<file path="src/rtl/ibex_pkg.sv">
// Shared types and exception-code constants for the interrupt arbiter.
package ibex_pkg;

  typedef enum logic [1:0] {
    IRQ_IDLE    = 2'd0,
    IRQ_OFFER   = 2'd1,
    IRQ_HOLDOFF = 2'd2
  } irq_arb_state_e;

  localparam logic [4:0] IRQ_CODE_EXT       = 5'd11;
  localparam logic [4:0] IRQ_CODE_SW        = 5'd3;
  localparam logic [4:0] IRQ_CODE_TIMER     = 5'd7;
  localparam logic [4:0] IRQ_CODE_FAST_BASE = 5'd16;
  localparam logic [4:0] IRQ_CODE_NMI       = 5'd31;

  localparam int IRQ_HOLD_W = 4;
  localparam int IRQ_LAT_W  = 16;

endpackage

</file>
<file path="src/rtl/ibex_irq_prio_enc.sv">
// Combinational fixed-priority pick: NMI > fast[0..N-1] > external > software > timer.
module ibex_irq_prio_enc
  import ibex_pkg::*;
#(
  parameter int NumFastIrqs = 15
) (
  input  logic                   i_nmi,
  input  logic [NumFastIrqs-1:0] i_fast,
  input  logic                   i_ext,
  input  logic                   i_sw,
  input  logic                   i_tmr,
  output logic                   o_valid,
  output logic [4:0]             o_cause,
  output logic                   o_nmi
);

  // Scan lowest priority first so each higher source overrides.
  always_comb begin
    o_valid = 1'b0;
    o_cause = '0;
    o_nmi   = 1'b0;
    if (i_tmr) begin o_valid = 1'b1; o_cause = IRQ_CODE_TIMER; end
    if (i_sw)  begin o_valid = 1'b1; o_cause = IRQ_CODE_SW;    end
    if (i_ext) begin o_valid = 1'b1; o_cause = IRQ_CODE_EXT;   end
    for (int i = NumFastIrqs - 1; i >= 0; i--) begin
      if (i_fast[i]) begin
        o_valid = 1'b1;
        o_cause = IRQ_CODE_FAST_BASE + 5'(i);
      end
    end
    if (i_nmi) begin
      o_valid = 1'b1;
      o_cause = IRQ_CODE_NMI;
      o_nmi   = 1'b1;
    end
  end

endmodule

</file>
<file path="src/rtl/ibex_irq_arbiter.sv">
// Interrupt arbiter: offers one interrupt at a time, holds it until ack, then holds off.
// Optional IBEX_IRQ_ARB_LATENCY_EN adds lat_max_o (max OFFER-to-ack cycles).
module ibex_irq_arbiter
  import ibex_pkg::*;
#(
  parameter int NumFastIrqs   = 15,
  parameter int HoldoffCycles = 2
) (
  input  logic                   clk_i,
  input  logic                   rst_ni,
  input  logic                   irq_software_i,
  input  logic                   irq_timer_i,
  input  logic                   irq_external_i,
  input  logic [NumFastIrqs-1:0] irq_fast_i,
  input  logic                   irq_nm_i,
  input  logic                   global_en_i,
  input  logic                   debug_mode_i,
  input  logic                   nmi_mode_i,
  output logic                   req_o,
  output logic [4:0]             cause_o,
  output logic                   nmi_o,
  input  logic                   ack_i
`ifdef IBEX_IRQ_ARB_LATENCY_EN
  ,
  output logic [IRQ_LAT_W-1:0]   lat_max_o
`endif
);

  irq_arb_state_e        r_state;
  logic                  r_req, r_nmi;
  logic [4:0]            r_cause;
  logic [IRQ_HOLD_W-1:0] r_cnt;
  logic                  r_nm_q, r_nm_block, r_nmi_pend;

  logic                   w_nm_edge, w_mask_en, w_nmi_elig, w_nmi_clr, w_still;
  logic                   w_sel_valid, w_sel_nmi;
  logic [4:0]             w_sel_cause;
  logic [NumFastIrqs-1:0] w_fast_elig;
  logic [31:0]            w_elig_code;

  // r_nm_block is loaded during reset so a level held through reset is not an edge.
  assign w_nm_edge   = irq_nm_i & ~r_nm_q & ~r_nm_block;
  assign w_mask_en   = global_en_i & ~debug_mode_i & ~nmi_mode_i;
  assign w_nmi_elig  = (r_nmi_pend | w_nm_edge) & ~debug_mode_i & ~nmi_mode_i;
  assign w_fast_elig = irq_fast_i & {NumFastIrqs{w_mask_en}};
  assign w_nmi_clr   = (r_state == IRQ_OFFER) & ack_i & r_nmi;

  // Eligibility indexed by exception code, used to detect withdrawal of the held offer.
  always_comb begin
    w_elig_code = '0;
    w_elig_code[IRQ_CODE_EXT]   = w_mask_en & irq_external_i;
    w_elig_code[IRQ_CODE_SW]    = w_mask_en & irq_software_i;
    w_elig_code[IRQ_CODE_TIMER] = w_mask_en & irq_timer_i;
    for (int i = 0; i < NumFastIrqs; i++) begin
      w_elig_code[5'(IRQ_CODE_FAST_BASE + 5'(i))] = w_fast_elig[i];
    end
  end
  assign w_still = w_elig_code[r_cause];

  ibex_irq_prio_enc #(.NumFastIrqs(NumFastIrqs)) u_prio_enc (
    .i_nmi   (w_nmi_elig),
    .i_fast  (w_fast_elig),
    .i_ext   (w_elig_code[IRQ_CODE_EXT]),
    .i_sw    (w_elig_code[IRQ_CODE_SW]),
    .i_tmr   (w_elig_code[IRQ_CODE_TIMER]),
    .o_valid (w_sel_valid),
    .o_cause (w_sel_cause),
    .o_nmi   (w_sel_nmi)
  );

  always_ff @(posedge clk_i) begin
    if (!rst_ni) begin
      r_nm_q     <= 1'b0;
      r_nm_block <= irq_nm_i;
      r_nmi_pend <= 1'b0;
    end else begin
      r_nm_q     <= irq_nm_i;
      r_nm_block <= r_nm_block & irq_nm_i;
      r_nmi_pend <= (r_nmi_pend & ~w_nmi_clr) | w_nm_edge;
    end
  end

  always_ff @(posedge clk_i) begin
    if (!rst_ni) begin
      r_state <= IRQ_IDLE;
      r_req   <= 1'b0;
      r_cause <= '0;
      r_nmi   <= 1'b0;
      r_cnt   <= '0;
    end else begin
      case (r_state)
        IRQ_IDLE: begin
          if (w_sel_valid) begin
            r_state <= IRQ_OFFER;
            r_req   <= 1'b1;
            r_cause <= w_sel_cause;
            r_nmi   <= w_sel_nmi;
          end
        end
        IRQ_OFFER: begin
          if (ack_i) begin
            r_req <= 1'b0;
            if (HoldoffCycles == 0) begin
              r_state <= IRQ_IDLE;
            end else begin
              r_state <= IRQ_HOLDOFF;
              r_cnt   <= IRQ_HOLD_W'(HoldoffCycles);
            end
          end else if (!r_nmi && !w_still) begin
            r_state <= IRQ_IDLE;
            r_req   <= 1'b0;
          end
        end
        IRQ_HOLDOFF: begin
          r_cnt <= r_cnt - 1'b1;
          if (r_cnt <= 1) r_state <= IRQ_IDLE;
        end
        default: begin
          r_state <= IRQ_IDLE;
          r_req   <= 1'b0;
        end
      endcase
    end
  end

  assign req_o   = r_req;
  assign cause_o = r_cause;
  assign nmi_o   = r_nmi;

`ifdef IBEX_IRQ_ARB_LATENCY_EN
  logic [IRQ_LAT_W-1:0] r_lat_cnt, r_lat_max;
  logic [IRQ_LAT_W-1:0] w_lat_cur;

  // w_lat_cur counts the current cycle too, so an ack on the first offer cycle reads 1.
  assign w_lat_cur = (&r_lat_cnt) ? r_lat_cnt : r_lat_cnt + 1'b1;

  always_ff @(posedge clk_i) begin
    if (!rst_ni) begin
      r_lat_cnt <= '0;
      r_lat_max <= '0;
    end else if (r_state == IRQ_OFFER) begin
      r_lat_cnt <= w_lat_cur;
      if (ack_i) begin
        r_lat_cnt <= '0;
        if (w_lat_cur > r_lat_max) r_lat_max <= w_lat_cur;
      end
    end else begin
      r_lat_cnt <= '0;
    end
  end

  assign lat_max_o = r_lat_max;
`endif

endmodule

</file>
<file path="config.mk">
export PLATFORM = sky130hd
export DESIGN_NAME = ibex_irq_arbiter
export DESIGN_NICKNAME = d
export VERILOG_FILES = /design/src/rtl/ibex_pkg.sv /design/src/rtl/ibex_irq_prio_enc.sv /design/src/rtl/ibex_irq_arbiter.sv
export SDC_FILE = /design/constraint.sdc
export NUM_CORES = 1
export LEC_CHECK = 0
export BUFFER_PORTS_ARGS = -buffer_cell sky130_fd_sc_hd__buf_2
export CAP_MARGIN = 10
export CORE_MARGIN = 4
export CORE_UTILIZATION = 35
export CTS_CLUSTER_DIAMETER = 100
export DETAILED_ROUTE_END_ITERATION = 10
export GPL_TIMING_DRIVEN = 0
export PLACE_DENSITY = 0.63
export SYNTH_ARGS = -nofsm -noshare
export SYNTH_HDL_FRONTEND = slang
export SYNTH_SLANG_ARGS = --single-unit
</file>
<file path="constraint.sdc">
create_clock -name clk_i -period 1.5 [get_ports clk_i]
set_clock_uncertainty 0.05 [all_clocks]
set_input_delay 0.075 -clock clk_i [delete_from_list [all_inputs] [get_ports clk_i]]
set_output_delay 0.075 -clock clk_i [all_outputs]
set_load 0.02 [all_outputs]
</file>
==> results.ini <==
[placed_design]
gp_congestion = 0.8055
io_buffers = 31
pre_cts_slack_ns = -0.3276
dp_hpwl_mm = 2.309
dp_cells = 210

[run_status]
violations = setup timing
run_status = finished with violations

[sta]
fin_crit_sh_pct = 113.8
hold_ws_ns = 0.03312
max_slew_margin_pct = 59.49
period_minus_slack_ns = 1.706
timing.fmax_mhz = 586.0
slew_violations = 0
fin_ws_ns = -0.2064
worst_pin_slew_ns = 0.6031
rsz0062_at_grt = true
finalHoldViolCount = 0
setup_viol = 2

[min_path]
worst_hold_path.endpoint = cause_o[0]
hp-start = rst_ni
hp-class = in -> reg
holdPathStages = 2

[cts]
clock_path_buffers = 2
clkLatencyLatePin_ns = 0.28
cts_buffers = 3
cts_num_sinks = 16
root_buffer = clkbuf_4
clkTransAtPathRegs_ns = 0.10
cts_tree = yes
h-tree-depth = 1

[finish]
syn_to_final_growth_pct = 32.96
final_common_cell = buf_2
fill_cells = 310
most-common-layout-cells = 30 x buf_2, 17 x nor2_1, 13 x dfxtp_1
n_antenna_cell = 0
instances_no_fill = 219
drive_above_1_share_pct = 35.43
fin_util_pct = 48.61
nNetsFinal = 203

[floorplanning]
die_y_um = 64.47
dieWidth_um = 64.47
die-area_sq_um = 4156
rows = 20
initial_core_util_pct = 36.56
coreArea_sq_um = 3053
io_pins = 32

[drt]
wirelength_met1_mm = 1.362
via_count = 1205
antenna_left = 0
drt-pass1-iter-count = 4
drc = 0
dr.max_layer_used = met4
drtIter0Drc = 91
wl_met2_mm = 1.438
vias_per_cell = 5.502
wl_mm = 3.041
routedWlPerCell_um = 13.89
wl_met3_um = 203

[worst_setup_path]
crit_buf_inv = 0
reg2reg_depth = 5
cp_cell_sequence = mux4_2 -> mux2i_2 -> nor3_2 -> o311ai_1 -> a21oi_1
r2r-end = r_state[0]
cp.arrival_ns = 1.81
crit_fanout = 4
critPathMaxStageDelay_ns = 0.51
critical_path_class = reg -> reg
crit_family = multiplexers
slowest_stage = mux4_2
crit_start = cause_o[0]
r2r_start = cause_o[0]
crit_required_ns = 1.61
reg2reg_slack_ns = -0.21
cp-end-kind = flop
setup.worst_path.start_class = flop

[yosys]
syn_inst = 135
ys_ff_latch = 16
async_flop_share_pct = 0
netlist_area_sq_um = 1116
ys_warn_count = 0
synth_top_flop_cell = dfxtp_1
ys_types = 43
ys_seq_area_share_pct = 28.70
syn-num-nets = 162
synth_edf_count = 0
synth.avg_cell_area_sq_um = 8.267

[grt]
grt_first_pass_wirelength_mm = 5.002
grt_start_max_net_pins = 11
gr-total-overflow = 0
grt_pass1_vias = 1199
grt_antenna_before_repair = 0
grt_usage_pct = 15.07

[power_and_ir_drop]
p_leak_nw = 0.5899
power_density_nw_per_um2 = 687.6
peakVddDrop_mv = 0.2291

[flow_run]
maxCapViolCount = 0

-- registers in the layout (all words and copies together) (netlist names) --
name	cells
cause_o	5
r_cnt	4
r_state	2
nmi_o	1
r_nm_block	1
r_nm_q	1
r_nmi_pend	1
req_o	1
-- kinds of logic (layout without fill, tap and decap cells) --
logic type               Yosys count  in the layout  synth area share (%)
AO/OA/AOI/OAI                     40             40                 24.44
multiplexers                       9              9                 11.55
adder cells (fa/ha/maj)            2              2                 2.242
buffers and inverters             10             50                 3.475
flip-flops                        16             16                 28.70
AND/OR/NAND/NOR                   58             58                 29.59
-- cell type report --
class	count	area [sq um]	area share (%)
Buffer	1	3.754	0.2530
Sequential cell	16	326.6	22.01
Timing Repair Buffer	39	224.0	15.09
Clock buffer	4	26.28	1.771
Tap cell	44	55.05	3.710
Inverter	6	22.52	1.518
Multi-Input combinational cell	109	825.8	55.65
-- report_power, final --
| part | internal (W) | switching [W] |
|---|---|---|
| combinational | 0.000143 | 0.000147 |
| sequential | 0.000452 | 0.0000410 |
| clock | 0.000103 | 0.000135 |
| total | 0.000698 | 0.000322 |
-- routing by layer --
metal,vias up,global-route usage [%]
met3,4,2.080
met5,-,0
met1,564,17.63
met2,45,26.93
li1,592,-
met4,0,7.124
-- cell usage after synthesis, drive strengths merged, types with 2 or more instances --
library cell | number | area share (%)
nand3b | 2 | 1.3
clkbuf | 3 | 1.0
nor2 | 18 | 6.1
o31ai | 2 | 1.3
nor4 | 3 | 3.0
a21oi | 13 | 5.8
nand2b | 3 | 2.4
inv | 6 | 2.0
or4 | 3 | 2.4
o311ai | 2 | 1.6
a311oi | 3 | 2.4
or3 | 2 | 1.1
nor2b | 3 | 1.7
dfxtp | 16 | 29
o221a | 2 | 2.0
o21ai | 8 | 3.6
mux4 | 3 | 6.1
nand4b | 2 | 1.6
nand2 | 7 | 2.4
nor3b | 2 | 1.8
mux2i | 5 | 4.5
ha | 2 | 2.2
nor3 | 11 | 4.9
o211ai | 2 | 1.3
-- metrics by stage --
step                 power, W  setup TNS (ns)  area, sq um
finish               0.001020         -0.3445         1484
global route         0.001092         -0.7534         1484
CTS                  0.001012         -0.3436         1436
detailed placement  0.0007587          -2.102         1349
global placement    0.0007517          -1.932         1349
floorplan           0.0006532         -0.4161         1139
-- how the worst max path moves through the flow --
stage | to | slack [ns] | cells past startpoint
final | r_state[0] | -0.21 | 5
after global routing | r_state[0] | -0.32 | 5
after CTS | r_state[0] | -0.18 | 5
after detailed placement | req_o | -0.33 | 6
after global placement | req_o | -0.30 | 6
after floorplan | r_state[0] | -0.17 | 6
-- what timing repair did --
| action | CTS | global route |
|---|---|---|
| setup endpoints to repair | 9 | 8 |
| setup buffers | 5 | 2 |
| hold buffers | 1 | 0 |
| hold endpoints to repair | 2 | 0 |
| resized for setup | 8 | 7 |
| pin swaps | 4 | 9 |
Power figures use the tool's default switching activity.
